[config.mk]
export PLATFORM = sky130hd
export DESIGN_NAME = mem_access_stage
export DESIGN_NICKNAME = d
export VERILOG_FILES = /design/src/rtl/mem_access_stage.sv
export SDC_FILE = /design/constraint.sdc
export NUM_CORES = 1
export LEC_CHECK = 0
export ABC_AREA = 1
export CAP_MARGIN = 20
export CORE_AREA = 3 3 180 182
export DETAILED_ROUTE_END_ITERATION = 7
export DIE_AREA = 0 0 183 185
export SETUP_SLACK_MARGIN = 0.05
export SYNTH_ARGS = -nofsm -noshare
export SYNTH_HDL_FRONTEND = slang
export SYNTH_SLANG_ARGS = --single-unit
export TNS_END_PERCENT = 100
[constraint.sdc]
create_clock -name clk -period 2.3 [get_ports clk]
set_input_delay 0.575 -clock clk [delete_from_list [all_inputs] [get_ports clk]]
set_output_delay 0.575 -clock clk [all_outputs]
set_load 0.01 [all_outputs]
[src/rtl/mem_access_stage.sv]
// MEM pipeline stage: issues loads/stores on an SRAM-like bus, stalls until the bus
// responds, flags misaligned accesses and holds the MEM/WB register feeding WB_module.
module mem_access_stage #(
  parameter int unsigned WIDTH    = 32,
  parameter logic [3:0]  EXC_ADEL = 4'd4,
  parameter logic [3:0]  EXC_ADES = 4'd5
) (
  input  logic             clk,
  input  logic             rst,
  input  logic             valid_in,
  input  logic             flush,
  input  logic [WIDTH-1:0] aluout_in,
  input  logic [31:0]      wdata_in,
  input  logic             MemRead_in,
  input  logic             MemWrite_in,
  input  logic [2:0]       mem_type_in,
  input  logic             MemtoReg_in,
  input  logic             RegWrite_in,
  input  logic [6:0]       WritetoRFaddr_in,
  input  logic [63:0]      HILO_data_in,
  input  logic             HI_LO_writeenable_in,
  input  logic [31:0]      PC_in,
  input  logic [3:0]       exception_in,
  input  logic             is_ds_in,
  output logic             data_req,
  output logic             data_wr,
  output logic [1:0]       data_size,
  output logic [31:0]      data_addr,
  output logic [31:0]      data_wdata,
  input  logic             data_addr_ok,
  input  logic             data_data_ok,
  input  logic [31:0]      data_rdata,
  output logic             stall_out,
  output logic             valid_out,
  output logic [WIDTH-1:0] aluout_out,
  output logic [31:0]      Memdata_out,
  output logic [2:0]       MemReadType_out,
  output logic             MemWrite_out,
  output logic             MemtoReg_out,
  output logic             RegWrite_out,
  output logic [6:0]       WritetoRFaddr_out,
  output logic [63:0]      HILO_data_out,
  output logic             HI_LO_writeenable_out,
  output logic [31:0]      PC_out,
  output logic [3:0]       exception_out,
  output logic             is_ds_out
);

  typedef enum logic [1:0] {IDLE, ADDR, DATA} state_e;

  typedef struct packed {
    logic             valid;
    logic [WIDTH-1:0] aluout;
    logic [31:0]      memdata;
    logic [2:0]       mem_type;
    logic             mem_write;
    logic             mem_to_reg;
    logic             reg_write;
    logic [6:0]       rf_addr;
    logic [63:0]      hilo;
    logic             hilo_we;
    logic [31:0]      pc;
    logic [3:0]       exception;
    logic             is_ds;
  } memwb_t;

  state_e      state_q;
  logic        kill_q;
  logic [31:0] addr_q, wdata_q;
  logic [1:0]  size_q;
  logic        wr_q;
  memwb_t      memwb_q, memwb_d;

  logic        mem_access, aligned, misaligned, op, complete, capture, bubble;
  logic [31:0] lane_wdata;

  always_comb begin
    // NOTE: every signal gets a default first so no branch leaves it unassigned (no latch).
    aligned    = 1'b1;
    lane_wdata = wdata_in;
    case (mem_type_in[1:0])
      2'b00:   lane_wdata = {4{wdata_in[7:0]}};
      2'b01: begin
        aligned    = ~aluout_in[0];
        lane_wdata = {2{wdata_in[15:0]}};
      end
      default: aligned = (aluout_in[1:0] == 2'b00);
    endcase
  end

  assign mem_access = valid_in & (MemRead_in | MemWrite_in) & (exception_in == 4'd0);
  assign misaligned = mem_access & ~aligned;
  assign op         = mem_access & aligned & ~flush;
  assign complete   = ((state_q == ADDR) & data_addr_ok & data_data_ok)
                    | ((state_q == DATA) & data_data_ok);
  assign stall_out  = ((state_q == IDLE) & op) | ((state_q != IDLE) & ~complete);
  assign capture    = ~stall_out;
  // A flush that lands mid-transaction is remembered in kill_q until the bus finishes.
  assign bubble     = ~valid_in | flush | kill_q;

  always_ff @(posedge clk) begin
    if (rst) begin
      state_q <= IDLE;
      kill_q  <= 1'b0;
      addr_q  <= '0;
      wdata_q <= '0;
      size_q  <= '0;
      wr_q    <= 1'b0;
    end else begin
      // NOTE: non-blocking assignments so every register samples pre-edge values.
      case (state_q)
        IDLE: if (op) begin
          state_q <= ADDR;
          addr_q  <= aluout_in[31:0];
          wdata_q <= lane_wdata;
          size_q  <= mem_type_in[1:0];
          wr_q    <= MemWrite_in;
        end
        ADDR:    if (data_addr_ok) state_q <= data_data_ok ? IDLE : DATA;
        DATA:    if (data_data_ok) state_q <= IDLE;
        default: state_q <= IDLE;
      endcase
      if (complete)                        kill_q <= 1'b0;
      else if ((state_q != IDLE) && flush) kill_q <= 1'b1;
    end
  end

  always_comb begin
    memwb_d = memwb_q;
    if (capture) begin
      memwb_d.valid      = ~bubble;
      memwb_d.aluout     = aluout_in;
      memwb_d.mem_type   = mem_type_in;
      memwb_d.mem_write  = ~bubble & ~misaligned & MemWrite_in;
      memwb_d.mem_to_reg = MemtoReg_in;
      memwb_d.reg_write  = ~bubble & RegWrite_in;
      memwb_d.rf_addr    = WritetoRFaddr_in;
      memwb_d.hilo       = HILO_data_in;
      memwb_d.hilo_we    = HI_LO_writeenable_in;
      memwb_d.pc         = PC_in;
      memwb_d.exception  = bubble     ? 4'd0 :
                           misaligned ? (MemRead_in ? EXC_ADEL : EXC_ADES) : exception_in;
      memwb_d.is_ds      = is_ds_in;
    end else begin
      // Held instruction must not write RF/memory a second time while the stage stalls.
      memwb_d.reg_write = 1'b0;
      memwb_d.mem_write = 1'b0;
    end
    if (complete) memwb_d.memdata = data_rdata;
  end

  always_ff @(posedge clk) begin
    if (rst) memwb_q <= '0;
    else     memwb_q <= memwb_d;
  end

  assign data_req   = (state_q == ADDR);
  assign data_wr    = wr_q;
  assign data_size  = size_q;
  assign data_addr  = addr_q;
  assign data_wdata = wdata_q;

  assign valid_out             = memwb_q.valid;
  assign aluout_out            = memwb_q.aluout;
  assign Memdata_out           = memwb_q.memdata;
  assign MemReadType_out       = memwb_q.mem_type;
  assign MemWrite_out          = memwb_q.mem_write;
  assign MemtoReg_out          = memwb_q.mem_to_reg;
  assign RegWrite_out          = memwb_q.reg_write;
  assign WritetoRFaddr_out     = memwb_q.rf_addr;
  assign HILO_data_out         = memwb_q.hilo;
  assign HI_LO_writeenable_out = memwb_q.hilo_we;
  assign PC_out                = memwb_q.pc;
  assign exception_out         = memwb_q.exception;
  assign is_ds_out             = memwb_q.is_ds;

endmodule

==> run_results.csv <==
group,metric,value,unit
global_routing,first_global_vias,10100,
critical_path,crit_path_frequent_cell,"sky130_fd_sc_hd__nand2_4",
place,globalplace.congestion,0.830,
clock_network,clk_pin_slew_worst_paths,0.06,ns
yosys,synth_seq_area_share,0.502,
floorplan,die_w,183,um
worst_hold_path,number_of_instances_on_the_worst_hold_path,2,
sta,finalSetupTns,0,ns
clock_network,cts-root-buf,"sky130_fd_sc_hd__clkbuf_16",
pwr,leakagePower,0.00657,uW
critical_path,end_kind,"primary output",
routing,avgRoutedWirePerCell,17.0,um
cells_and_area,syn2layout_area_growth,62.4,%
yosys,synthesis.nets,1562,
critical_path,worstPathBufferInverterCount,3,
clock_network,cts-root-to-sink-buffers,3,
clock_network,number_of_sinks_on_the_clock_net,250,
yosys,synth_simple_gate_area_share,0.380,
floorplan,i_o_pins,467,
clock_network,cts_htree_levels,1,
sta,layout_min_cycle_time,2.14,ns
floorplan,chipHeight,185,um
sta,setup_skew_after_layout,0.0183,ns
floorplan,die-area,33900,um2
yosys,compound_cell_area_share_of_the_yosys_netlist,0.0611,
pwr,internal_power,8050,uW
worst_hold_path,hold_path.class,"flop to flop",
sta,fmax,467,MHz
routing,routed_wl,37800,um
global_routing,maximum_number_of_pins_on_one_net_before_global_route_repair,108,
place,dp_hpwl,26500,um
critical_path,cpMaxStageDelayCell,"sky130_fd_sc_hd__dlygate4sd2_1",
global_routing,grt_use_met3,0.0791,
global_routing,grt_util_met2,0.355,
clock_network,cts_tree,"done",
critical_path,critPathTopFamily,"simple AND/OR/NAND/NOR gates",
critical_path,crit_required,1.73,ns
yosys,synth_area,9970,um2
routing,detail_route.iter0.violations,475,
sta,grt_setup_unrepaired,"false",
global_routing,grt_pass1_wl,57000,um
pwr,ir_worst_vdd,0.000492,V
routing,drt.antenna.violating_nets,0,
yosys,yosys_warnings,0,
floorplan,core_area,30700,um2
global_routing,track_usage,0.210,
sta,setup_viol,0,
routing,via_per_instance_ratio,4.67,
routing,drc_errors,0,
yosys,postSynthAreaPerCell,7.42,um2
clock_network,ctsHoldBuffers,0,
routing,dr.pass1.iters,5,
critical_path,crit_arrival,1.57,ns
critical_path,timing_worst_setup_path_type,"input pin to primary output",
clock_network,cts-buffers-inserted,29,
global_routing,grt_antenna_before_repair,1,
global_routing,gr-usage-met1,0.249,
pwr,power_density,646,nW/um2
sta,hold_viol,0,
pwr,clockPowerShare,0.439,
critical_path,path_max_fanout,2,
yosys,synth_fa_ha_area_frac,0,
sta,slew_viol_final,0,
clock_network,clock_insertion_delay_worst_skew,0.54,ns
sta,timing.slew.headroom,0.566,
pwr,share_seq_of_total_power,0.436,
pwr,p_comb_frac,0.125,
critical_path,critical_path_depth,9,
sta,worst_hold_slack,0.471,ns
yosys,synth_top_family_by_area,"simple AND/OR/NAND/NOR gates",
sta,timing_worst_slew_pin_value,0.651,ns
global_routing,gr-max-usage-layer,"met2",
floorplan,floorplan.rows,64,
critical_path,worst-r2r-cell-count,12,
place,portBuffers,466,
yosys,synthDominantAreaCellType,"sky130_fd_sc_hd__dfxtp_1",
yosys,yosys_register_bits,250,
yosys,yosys.cell_types.count,26,
cells_and_area,drive_gt1_frac,0.0632,
pwr,swShare,0.231,
yosys,synth.area.top_cells,"sky130_fd_sc_hd__dfxtp_1, sky130_fd_sc_hd__nor2_1, sky130_fd_sc_hd__nand3b_1",
critical_path,timing.critical_path.slowest_cell_delay,0.24,ns
yosys,synth-xor-area-share,0,
run_status,run_status,"complete, no violations",
critical_path,crit_chain,"dlygate4sd2_1 > nor2_1 > nand2_1 > nor2_4 > nand3_2 > nand2_4 > nand2_4 > inv_4 > buf_6",
floorplan,initial_core_util,0.324,
global_routing,grt.overflow.total,0,
critical_path,worstSetupStartpointType,"input pin",
routing,vias_post_dr,10400,
yosys,synthCells,1344,
yosys,post_synth_mux_area_share,0,
run,drv.max_cap_violation_count,0,
cells_and_area,total_number_of_nets_in_the_final_design,2015,
yosys,synth.top_cell.area_share,0.502,
sta,finalCritPeriodShare,0.931,
pwr,net_load_switching_power,2410,uW
## routing by layer
metal  routed length (um)  part of all wire
met5                   11           0.00029
met2                17400              0.46
met3                 3780              0.10
met1                15400              0.41
met4                 1220             0.032
## cell usage in the layout (no fill, tap or decap)
master	netlist	final
sky130_fd_sc_hd__nor2_4	0	1
sky130_fd_sc_hd__o21ai_2	0	1
sky130_fd_sc_hd__buf_12	0	11
sky130_fd_sc_hd__a21oi_1	8	8
sky130_fd_sc_hd__buf_6	6	1
sky130_fd_sc_hd__clkdlybuf4s50_1	0	453
sky130_fd_sc_hd__nand2_8	0	1
sky130_fd_sc_hd__bufinv_16	0	1
sky130_fd_sc_hd__nand3_1	10	10
sky130_fd_sc_hd__clkbuf_8	0	11
sky130_fd_sc_hd__nor3b_1	1	1
sky130_fd_sc_hd__clkinv_2	0	4
sky130_fd_sc_hd__inv_2	1	2
sky130_fd_sc_hd__inv_4	2	2
sky130_fd_sc_hd__o211ai_1	5	5
sky130_fd_sc_hd__or2_0	1	1
sky130_fd_sc_hd__dlygate4sd2_1	0	11
sky130_fd_sc_hd__clkbuf_16	0	29
sky130_fd_sc_hd__inv_6	0	2
sky130_fd_sc_hd__inv_1	22	21
sky130_fd_sc_hd__nand3_2	1	1
sky130_fd_sc_hd__clkbuf_1	41	7
sky130_fd_sc_hd__nand2_1	204	202
sky130_fd_sc_hd__nor3_1	3	3
sky130_fd_sc_hd__buf_4	3	41
sky130_fd_sc_hd__o22ai_1	1	1
sky130_fd_sc_hd__nand2_2	2	3
sky130_fd_sc_hd__nand2_4	2	2
sky130_fd_sc_hd__nand3b_1	141	141
sky130_fd_sc_hd__nand4_1	3	3
sky130_fd_sc_hd__nor2_1	484	484
sky130_fd_sc_hd__diode_2	0	1
sky130_fd_sc_hd__clkinvlp_4	0	1
sky130_fd_sc_hd__o21ai_0	105	104
sky130_fd_sc_hd__clkbuf_2	0	1
sky130_fd_sc_hd__dfxtp_1	250	250
## cell usage after synthesis
master	instances
sky130_fd_sc_hd__nand3_2	1
sky130_fd_sc_hd__buf_4	3
sky130_fd_sc_hd__o22ai_1	1
sky130_fd_sc_hd__a21oi_1	8
sky130_fd_sc_hd__nand2_2	2
sky130_fd_sc_hd__o211ai_1	5
sky130_fd_sc_hd__or2_0	1
sky130_fd_sc_hd__inv_4	2
sky130_fd_sc_hd__nor2_1	484
sky130_fd_sc_hd__nor3b_1	1
sky130_fd_sc_hd__buf_1	11
sky130_fd_sc_hd__o21ai_0	105
sky130_fd_sc_hd__buf_6	6
sky130_fd_sc_hd__nand2_1	204
sky130_fd_sc_hd__buf_2	35
sky130_fd_sc_hd__clkbuf_1	41
sky130_fd_sc_hd__clkinv_1	1
sky130_fd_sc_hd__nand2_4	2
sky130_fd_sc_hd__inv_1	22
sky130_fd_sc_hd__dfxtp_1	250
sky130_fd_sc_hd__inv_2	1
sky130_fd_sc_hd__nor2_2	1
sky130_fd_sc_hd__nand4_1	3
sky130_fd_sc_hd__nand3_1	10
sky130_fd_sc_hd__nor3_1	3
sky130_fd_sc_hd__nand3b_1	141
## what timing repair did
action | in CTS | in global routing
cloned | 0 | 0
pin swaps | 7 | 0
buffers inserted | 2 | 0
endpoints found under the setup margin | 2 | 1
gates resized for setup | 22 | 3
## layout make-up
class / instances / area (um2)
fillers: 2973 / 14600
repair buffers: 518 / 5170
flip-flops and latches: 250 / 5000
multi-input cells: 972 / 4430
clock buffers: 47 / 903
well taps: 396 / 495
inverters: 26 / 108
clock inverters: 7 / 66.3
diodes: 1 / 2.50
## flip-flops by register name (all words and copies together) (netlist names)
register and flops:
HILO_data_out 64, is_ds_out 1, Memdata_out 32, MemWrite_out 1, MemReadType_out 3, PC_out 32, RegWrite_out 1, HI_LO_writeenable_out 1
aluout_out 32, state_q 2, data_size 2, MemtoReg_out 1, data_wdata 32, valid_out 1, data_wr 1, data_addr 32
kill_q 1, WritetoRFaddr_out 7, exception_out 4
## power by group through the flow
stage / Sequential, uW / Clock (uW) / Combinational [uW]
CTS: 4560 / 4750 / 1320
global route: 4580 / 4930 / 1420
global placement: 4650 / 0 / 1310
floorplan: 4720 / 0 / 377
detailed placement: 4650 / 0 / 1310
finish: 4560 / 4600 / 1310
## final timing paths
check / startpoint / to / slack [ns]
max reg2reg: state_q[1] / Memdata_out[7] / 0.43
min reg2reg: data_size[1] / data_size[1] / 0.47
min: data_size[1] / data_size[1] / 0.47
max: exception_in[2] / stall_out / 0.16
## stage by stage
| step | area, um2 | power (uW) | utilization | cells | setup WS (ns) |
|---|---|---|---|---|---|
| 6_report | 16200 | 10500 | 0.526 | 2217 | 0.158 |
| 5_1_grt | 16200 | 10900 | 0.526 | 2216 | 0.0554 |
| 4_1_cts | 16200 | 10600 | 0.526 | 2216 | 0.0718 |
| 3_5_place_dp | 15200 | 5960 | 0.494 | 2160 | -0.571 |
| 3_3_place_gp | 15200 | 5960 | 0.494 | 2160 | -0.568 |
| 2_1_floorplan | 9970 | 5090 | - | 1344 | 0.250 |
## worst min-delay path, cell delays in order (launching register included)
cell and delay [ns]:
sky130_fd_sc_hd__dfxtp_1 0.31, sky130_fd_sc_hd__nand2_1 0.06, sky130_fd_sc_hd__a21oi_1 0.06
## logic make-up after synthesis
family | Yosys count
buffers and inverters | 122
AOI/OAI and AO/OA | 119
DFF | 250
and+or+nand+nor | 853
(Power assumes the default switching activity.)
